### src/rtl/muldiv_pkg.sv
// Shared types, constants and op-classification helpers for the iterative multiply/divide unit.
package muldiv_pkg;

   localparam int XLEN   = 64;
   localparam int ITER_D = 64;  // iterations for doubleword ops
   localparam int ITER_W = 32;  // iterations for word (W) ops
   localparam int CNT_W  = 7;   // wide enough to hold ITER_D

   typedef enum logic [3:0] {
      MUL, MULW, DIV, DIVU, REM, REMU, DIVW, DIVUW, REMW, REMUW
   } mul_div_op_t;

   typedef enum logic [1:0] {
      IDLE, BUSY, DONE
   } mul_div_state_t;

   function automatic logic op_is_w(input mul_div_op_t o);
      return o inside {MULW, DIVW, DIVUW, REMW, REMUW};
   endfunction

   // Every op except the two multiplies runs through the divider.
   function automatic logic op_is_div(input mul_div_op_t o);
      return !(o inside {MUL, MULW});
   endfunction

   function automatic logic op_is_rem(input mul_div_op_t o);
      return o inside {REM, REMU, REMW, REMUW};
   endfunction

   function automatic logic op_is_signed(input mul_div_op_t o);
      return o inside {DIV, REM, DIVW, REMW};
   endfunction

   // W results are always the sign-extended low word, even for unsigned ops.
   function automatic logic [XLEN-1:0] wsext(input logic is_w, input logic [XLEN-1:0] v);
      return is_w ? {{32{v[31]}}, v[31:0]} : v;
   endfunction

endpackage

### src/rtl/muldiv_fixup.sv
// Combinational operand conditioning (W truncation, magnitudes, sign, special cases)
// and final result fix-up (negation, W sign-extension).
module muldiv_fixup
   import muldiv_pkg::*;
(
   input  mul_div_op_t      op,
   input  logic [XLEN-1:0]  src1,
   input  logic [XLEN-1:0]  src2,
   output logic [XLEN-1:0]  mag_a,
   output logic [XLEN-1:0]  mag_b,
   output logic             neg_res,
   output logic             special,
   output logic [XLEN-1:0]  special_result,
   input  mul_div_op_t      op_lat,
   input  logic             neg_lat,
   input  logic [XLEN-1:0]  raw,
   output logic [XLEN-1:0]  final_result
);

   logic            sgn;
   logic            w;
   logic            div_zero;
   logic            ovf;
   logic [XLEN-1:0] a;
   logic [XLEN-1:0] b;
   logic [XLEN-1:0] sp_raw;

   // Extend/truncate operands, take magnitudes and detect divide-by-zero / overflow.
   always_comb begin
      sgn = op_is_signed(op);
      w   = op_is_w(op);
      a   = src1;
      b   = src2;
      if (w) begin
         a = sgn ? {{32{src1[31]}}, src1[31:0]} : {32'b0, src1[31:0]};
         b = sgn ? {{32{src2[31]}}, src2[31:0]} : {32'b0, src2[31:0]};
      end
      mag_a   = (sgn && a[XLEN-1]) ? -a : a;
      mag_b   = (sgn && b[XLEN-1]) ? -b : b;
      // Remainder follows the dividend sign; quotient negates when signs differ.
      neg_res = sgn && (op_is_rem(op) ? a[XLEN-1] : (a[XLEN-1] ^ b[XLEN-1]));
      div_zero = op_is_div(op) && (b == '0);
      ovf = sgn && (b == '1) &&
            (a == (w ? 64'hFFFF_FFFF_8000_0000 : 64'h8000_0000_0000_0000));
      special = div_zero || ovf;
      if (op_is_rem(op))
         sp_raw = div_zero ? a : '0;
      else
         sp_raw = div_zero ? '1 : a;
      special_result = wsext(w, sp_raw);
   end

   // Apply the recorded sign and W sign-extension to the unsigned iteration result.
   always_comb begin
      final_result = wsext(op_is_w(op_lat), neg_lat ? -raw : raw);
   end

endmodule

### src/rtl/muldiv_unit.sv
// Iterative radix-2 RV64M multiply/divide unit: shift-add multiply, restoring divide,
// one bit per cycle, with valid/ready hand-off of the 64-bit result.
module muldiv_unit
   import muldiv_pkg::*;
(
   input  logic             clk,
   input  logic             reset,
   input  logic             in_valid,
   output logic             in_ready,
   input  mul_div_op_t      op,
   input  logic [XLEN-1:0]  src1,
   input  logic [XLEN-1:0]  src2,
   input  logic             flush,
   output logic             out_valid,
   input  logic             out_ready,
   output logic [XLEN-1:0]  result,
   output logic             busy
);

   mul_div_state_t   state, state_next;
   mul_div_op_t      op_reg;
   logic             neg_reg;
   logic [CNT_W-1:0] cnt;
   // acc: product accumulator / partial remainder
   // opa: multiplier (shifts right) / dividend-then-quotient (shifts left)
   // opb: multiplicand (shifts left) / divisor
   logic [XLEN-1:0]  acc, opa, opb;
   logic [XLEN-1:0]  acc_step, opa_step, opb_step;
   logic [XLEN:0]    shifted, diff;
   logic [XLEN-1:0]  raw;
   logic [XLEN-1:0]  result_reg;

   logic [XLEN-1:0]  mag_a, mag_b, special_result, final_result;
   logic             neg_res, special;

   muldiv_fixup u_fixup (
      .op             (op),
      .src1           (src1),
      .src2           (src2),
      .mag_a          (mag_a),
      .mag_b          (mag_b),
      .neg_res        (neg_res),
      .special        (special),
      .special_result (special_result),
      .op_lat         (op_reg),
      .neg_lat        (neg_reg),
      .raw            (raw),
      .final_result   (final_result)
   );

   // One iteration step of the active algorithm, plus the unsigned result it would produce.
   always_comb begin
      shifted  = {acc, opa[XLEN-1]};
      diff     = shifted - {1'b0, opb};
      acc_step = acc;
      opa_step = opa;
      opb_step = opb;
      if (op_is_div(op_reg)) begin
         acc_step = diff[XLEN] ? shifted[XLEN-1:0] : diff[XLEN-1:0];
         opa_step = {opa[XLEN-2:0], ~diff[XLEN]};
      end else begin
         acc_step = opa[0] ? acc + opb : acc;
         opb_step = opb << 1;
         opa_step = opa >> 1;
      end
      if (!op_is_div(op_reg) || op_is_rem(op_reg))
         raw = acc_step;
      else
         raw = opa_step;
   end

   // State register.
   always_ff @(posedge clk or posedge reset) begin
      if (reset) state <= IDLE;
      else       state <= state_next;
   end

   // Next-state logic; flush overrides everything.
   always_comb begin
      state_next = state;
      case (state)
         IDLE:    if (in_valid) state_next = special ? DONE : BUSY;
         BUSY:    if (cnt == CNT_W'(1)) state_next = DONE;
         DONE:    if (out_ready) state_next = IDLE;
         default: state_next = IDLE;
      endcase
      if (flush) state_next = IDLE;
   end

   // Operand latch on accept, iteration on each BUSY edge, result load on the last step.
   always_ff @(posedge clk or posedge reset) begin
      if (reset) begin
         op_reg     <= MUL;
         neg_reg    <= 1'b0;
         cnt        <= '0;
         acc        <= '0;
         opa        <= '0;
         opb        <= '0;
         result_reg <= '0;
      end else if (!flush) begin
         if (state == IDLE && in_valid) begin
            op_reg  <= op;
            neg_reg <= neg_res;
            acc     <= '0;
            if (special) begin
               cnt        <= '0;
               result_reg <= special_result;
            end else begin
               cnt <= op_is_w(op) ? CNT_W'(ITER_W) : CNT_W'(ITER_D);
            end
            if (op_is_div(op)) begin
               // W dividends sit in the upper word so 32 shifts consume them.
               opa <= op_is_w(op) ? {mag_a[31:0], 32'b0} : mag_a;
               opb <= mag_b;
            end else begin
               opa <= mag_b;
               opb <= mag_a;
            end
         end else if (state == BUSY) begin
            acc <= acc_step;
            opa <= opa_step;
            opb <= opb_step;
            cnt <= cnt - CNT_W'(1);
            if (cnt == CNT_W'(1)) result_reg <= final_result;
         end
      end
   end

   assign in_ready  = (state == IDLE);
   assign out_valid = (state == DONE);
   assign busy      = (state == BUSY) || (state == DONE && !out_ready);
   assign result    = result_reg;

endmodule

### config.mk
export PLATFORM = sky130hd
export DESIGN_NAME = muldiv_unit
export DESIGN_NICKNAME = d
export VERILOG_FILES = /design/src/rtl/muldiv_pkg.sv /design/src/rtl/muldiv_fixup.sv /design/src/rtl/muldiv_unit.sv
export SDC_FILE = /design/constraint.sdc
export NUM_CORES = 2
export LEC_CHECK = 0
export CELL_PAD_IN_SITES_DETAIL_PLACEMENT = 1
export CELL_PAD_IN_SITES_GLOBAL_PLACEMENT = 2
export CORE_ASPECT_RATIO = 0.5
export CORE_UTILIZATION = 36
export CTS_BUF_LIST = sky130_fd_sc_hd__clkbuf_4
export CTS_CLUSTER_DIAMETER = 60
export DETAILED_ROUTE_END_ITERATION = 8
export PLACE_DENSITY_LB_ADDON = 0.08
export SKIP_CTS_REPAIR_TIMING = 1
export SLEW_MARGIN = 20
export SYNTH_ARGS = -nofsm -noshare
export SYNTH_HDL_FRONTEND = slang
export SYNTH_SLANG_ARGS = --single-unit
### constraint.sdc
create_clock -name clk -period 13.6 [get_ports clk]
set_clock_uncertainty 0.1 [all_clocks]
set_input_delay 3.4 -clock clk [delete_from_list [all_inputs] [get_ports clk]]
set_output_delay 3.4 -clock clk [all_outputs]
set_load 0.05 [all_outputs]
==> results.yml <==
outcome:
  status: "complete, no violations"
timing:
  period_needed_ns: 8.51
  worst_pin_slew_ns: 1.38
  worst_slack_ns: 5.09
  fmax_ghz: 0.118
  finalHoldViolCount: 0
  grt_setup_unrepaired: "false"
  slew_viol_final: 0
  setup_violations: 0
  whs_ns: 0.395
  max_slew_margin_pct: 7.40
  fin_setup_tns_ns: 0
  fin_crit_sh_pct: 62.6
synth:
  yosysTopAreaCell: "dfrtp_1"
  synth.top_cell.area_share_pct: 20.9
  synth_cells: 4650
  yosysUniqueCellTypes: 102
  synthMostInstantiatedCell: "nand2_1"
  ys_seq_elements: 270
  yosysWarnings: 0
  ys_seq_area_share_pct: 20.9
  syn_avg_cell_area_sq_um: 6.96
  syn_area_sq_um: 32400
  synth_area_leaders: "dfrtp_1, nand2_1, a21oi_1, o21ai_0, ha_1"
  synth-edff-count: 0
  synthFlopType: "dfrtp_1"
  synthArstFlopShare_pct: 100
  syn_nets: 4922
  ys_top_cells_by_count: "nand2_1, a21oi_1, nor2_1"
clock_network:
  tritoncts: "built"
  cts.htree.levels: 3
  cts_made_buffers: 82
  insertion_delay_ns: 0.89
  clockRootBuffer: "clkbuf_4"
  path_clk_slew_ns: 0.07
  ctsLongestPathBuffers: 3
  cts_sinks: 270
worst_setup_path:
  crit_type: "in2reg"
  arrival_ns: 9.19
  worst_setup_path_start_kind: "primary input"
  reg2reg_setup_slack_ns: 5.68
  crit_fanout: 44
  reg2reg_depth: 18
  cp-end-kind: "register"
  reg2reg_to: "result[52]"
  worstReg2RegStart: "opb[57]"
  crit_required_ns: 14.28
cells_and_area:
  fillerInstances: 11200
  instances_no_fill: 5936
  final_nets: 4962
  drive_above_1_share_pct: 7.77
  areaGrowthSynthToFinish_pct: 12.9
  final_util_pct: 41.2
global_routing:
  gr-total-overflow: 0
  grt_max_degree: 135
  grt_pass1_wl_um: 277000
  antenna_found_initial: 9
  grt_use_total_pct: 41.8
  grt_pass1_vias: 37200
power:
  power_density_nw_per_um2: 310
  p_leak_nw: 14.6
  vdd_drop_max_mv: 0.227
min_path:
  hold_end: "op_reg[0]"
  min_from: "op_reg[0]"
  hp-class: "reg2reg"
  whs_path_depth: 2
floorplanning:
  dieHeight_um: 214
  die_w_um: 426
  rows: 77
  core_sq_um: 88600
  die_area_sq_um: 91100
  start_util_pct: 36.5
  ioPinCount: 204
placed_design:
  post-place-cells: 5781
  dpl_worst_slack_ns: 4.32
  port_buffers: 203
  gp_congestion: 1.03
  hpwlAfterDp_um: 156000
drt:
  routed_wl_um: 197000
  drc_errors: 0
  drt-vias-per-instance: 6.73
  ant_nets: 0
  wire_per_inst_um: 33.1
  initialDrtViolationCount: 5383
  num_vias: 39900
  dr.pass1.iters: 6
flow_run:
  cap_viol_max_count: 0
## through the flow
stage | area (sq um) | total power, mW
detailed placement | 35400 | 9.94
global placement | 35400 | 9.82
finish | 36500 | 11.3
CTS | 36400 | 10.8
floorplan | 32400 | 6.74
global route | 36500 | 11.8
## cell type report
type / count / area (sq um) / area share (%)
Antenna cell: 5 / 12.5 / 0.0342
Clock buffer: 117 / 878 / 2.40
Clock inverter: 23 / 118 / 0.322
Inverter: 138 / 526 / 1.44
Multi-Input combinational cell: 3901 / 24000 / 65.7
Sequential cell: 270 / 6760 / 18.5
Tap cell: 1185 / 1480 / 4.06
Timing Repair Buffer: 297 / 2770 / 7.57
## critical path, stage by stage
cell and delay, ns:
clkdlybuf4s50_1 0.54, or4_1 0.69, nor4_2 0.51, nand4_1 0.26, or2_1 0.34, nor3_1 0.28
nand2_1 0.25, nor3_2 0.48, a31o_2 0.29, or2_1 0.22, nand2b_2 0.47, buf_4 0.46
nor2_1 0.18, buf_4 0.26, nand4_1 0.11, mux2i_1 0.18, o41ai_1 0.10, o211ai_1 0.13
## layout by cell type, fill, tap and decap left out, types with 72 or more instances in the layout
master / Yosys / routed
nand2_1: 672 / 670
inv_1: 138 / 137
clkbuf_4: 0 / 119
buf_4: 6 / 87
nand3_1: 113 / 113
nor3_1: 108 / 106
dfrtp_1: 270 / 268
xnor2_1: 123 / 123
o211ai_1: 114 / 114
nand4_1: 91 / 91
nor2_1: 419 / 415
a31oi_1: 72 / 72
xor2_1: 107 / 107
a21o_1: 92 / 92
clkdlybuf4s50_1: 0 / 203
o21ai_0: 400 / 398
ha_1: 133 / 133
a21oi_1: 465 / 462
a211oi_1: 136 / 115
## worst max path at each step
| stage | start | endpoint | slack [ns] | cells after the start |
|---|---|---|---|---|
| 2_1_floorplan | reset | acc[0] | 2.66 | 1 |
| 3_3_place_gp | src2[2] | result[62] | 4.57 | 18 |
| 3_5_place_dp | src2[2] | result[62] | 4.32 | 18 |
| 5_1_grt | src2[2] | result[62] | 4.74 | 18 |
| 6_report | src2[2] | result[62] | 5.09 | 18 |
| 4_1_cts | out_ready | busy | 5.22 | 4 |
## report_power, final
group	switching, mW	total, mW	leakage [nW]	internal [mW]
logic	6.11	8.68	10.7	2.57
registers	0.628	1.80	3.34	1.17
clock network	0.450	0.847	0.588	0.397
## per-layer routing
| metal | GRT usage, % | routed length (um) | up-vias |
|---|---|---|---|
| li1 | - | - | 17300 |
| met1 | 63.0 | 90500 | 20100 |
| met2 | 51.4 | 70500 | 2232 |
| met3 | 20.5 | 31200 | 245 |
| met4 | 8.39 | 4220 | 6 |
| met5 | 0.729 | 122 | - |
## logic make-up (layout without fill, tap and decap cells)
logic type               count (synthesis)  after routing  synth area share, %
AND/OR/NAND/NOR                       1715           1715                 24.5
buffers and inverters                  479            575                 5.92
flip-flops                             270            270                 20.9
adder cells (fa/ha/maj)                135            135                 5.27
XOR/XNOR                               230            230                 6.23
multiplexers                            73             73                 2.33
AO/OA/AOI/OAI                         1748           1748                 34.9
other                                    0              5                    0
(Power assumes the default switching activity.)
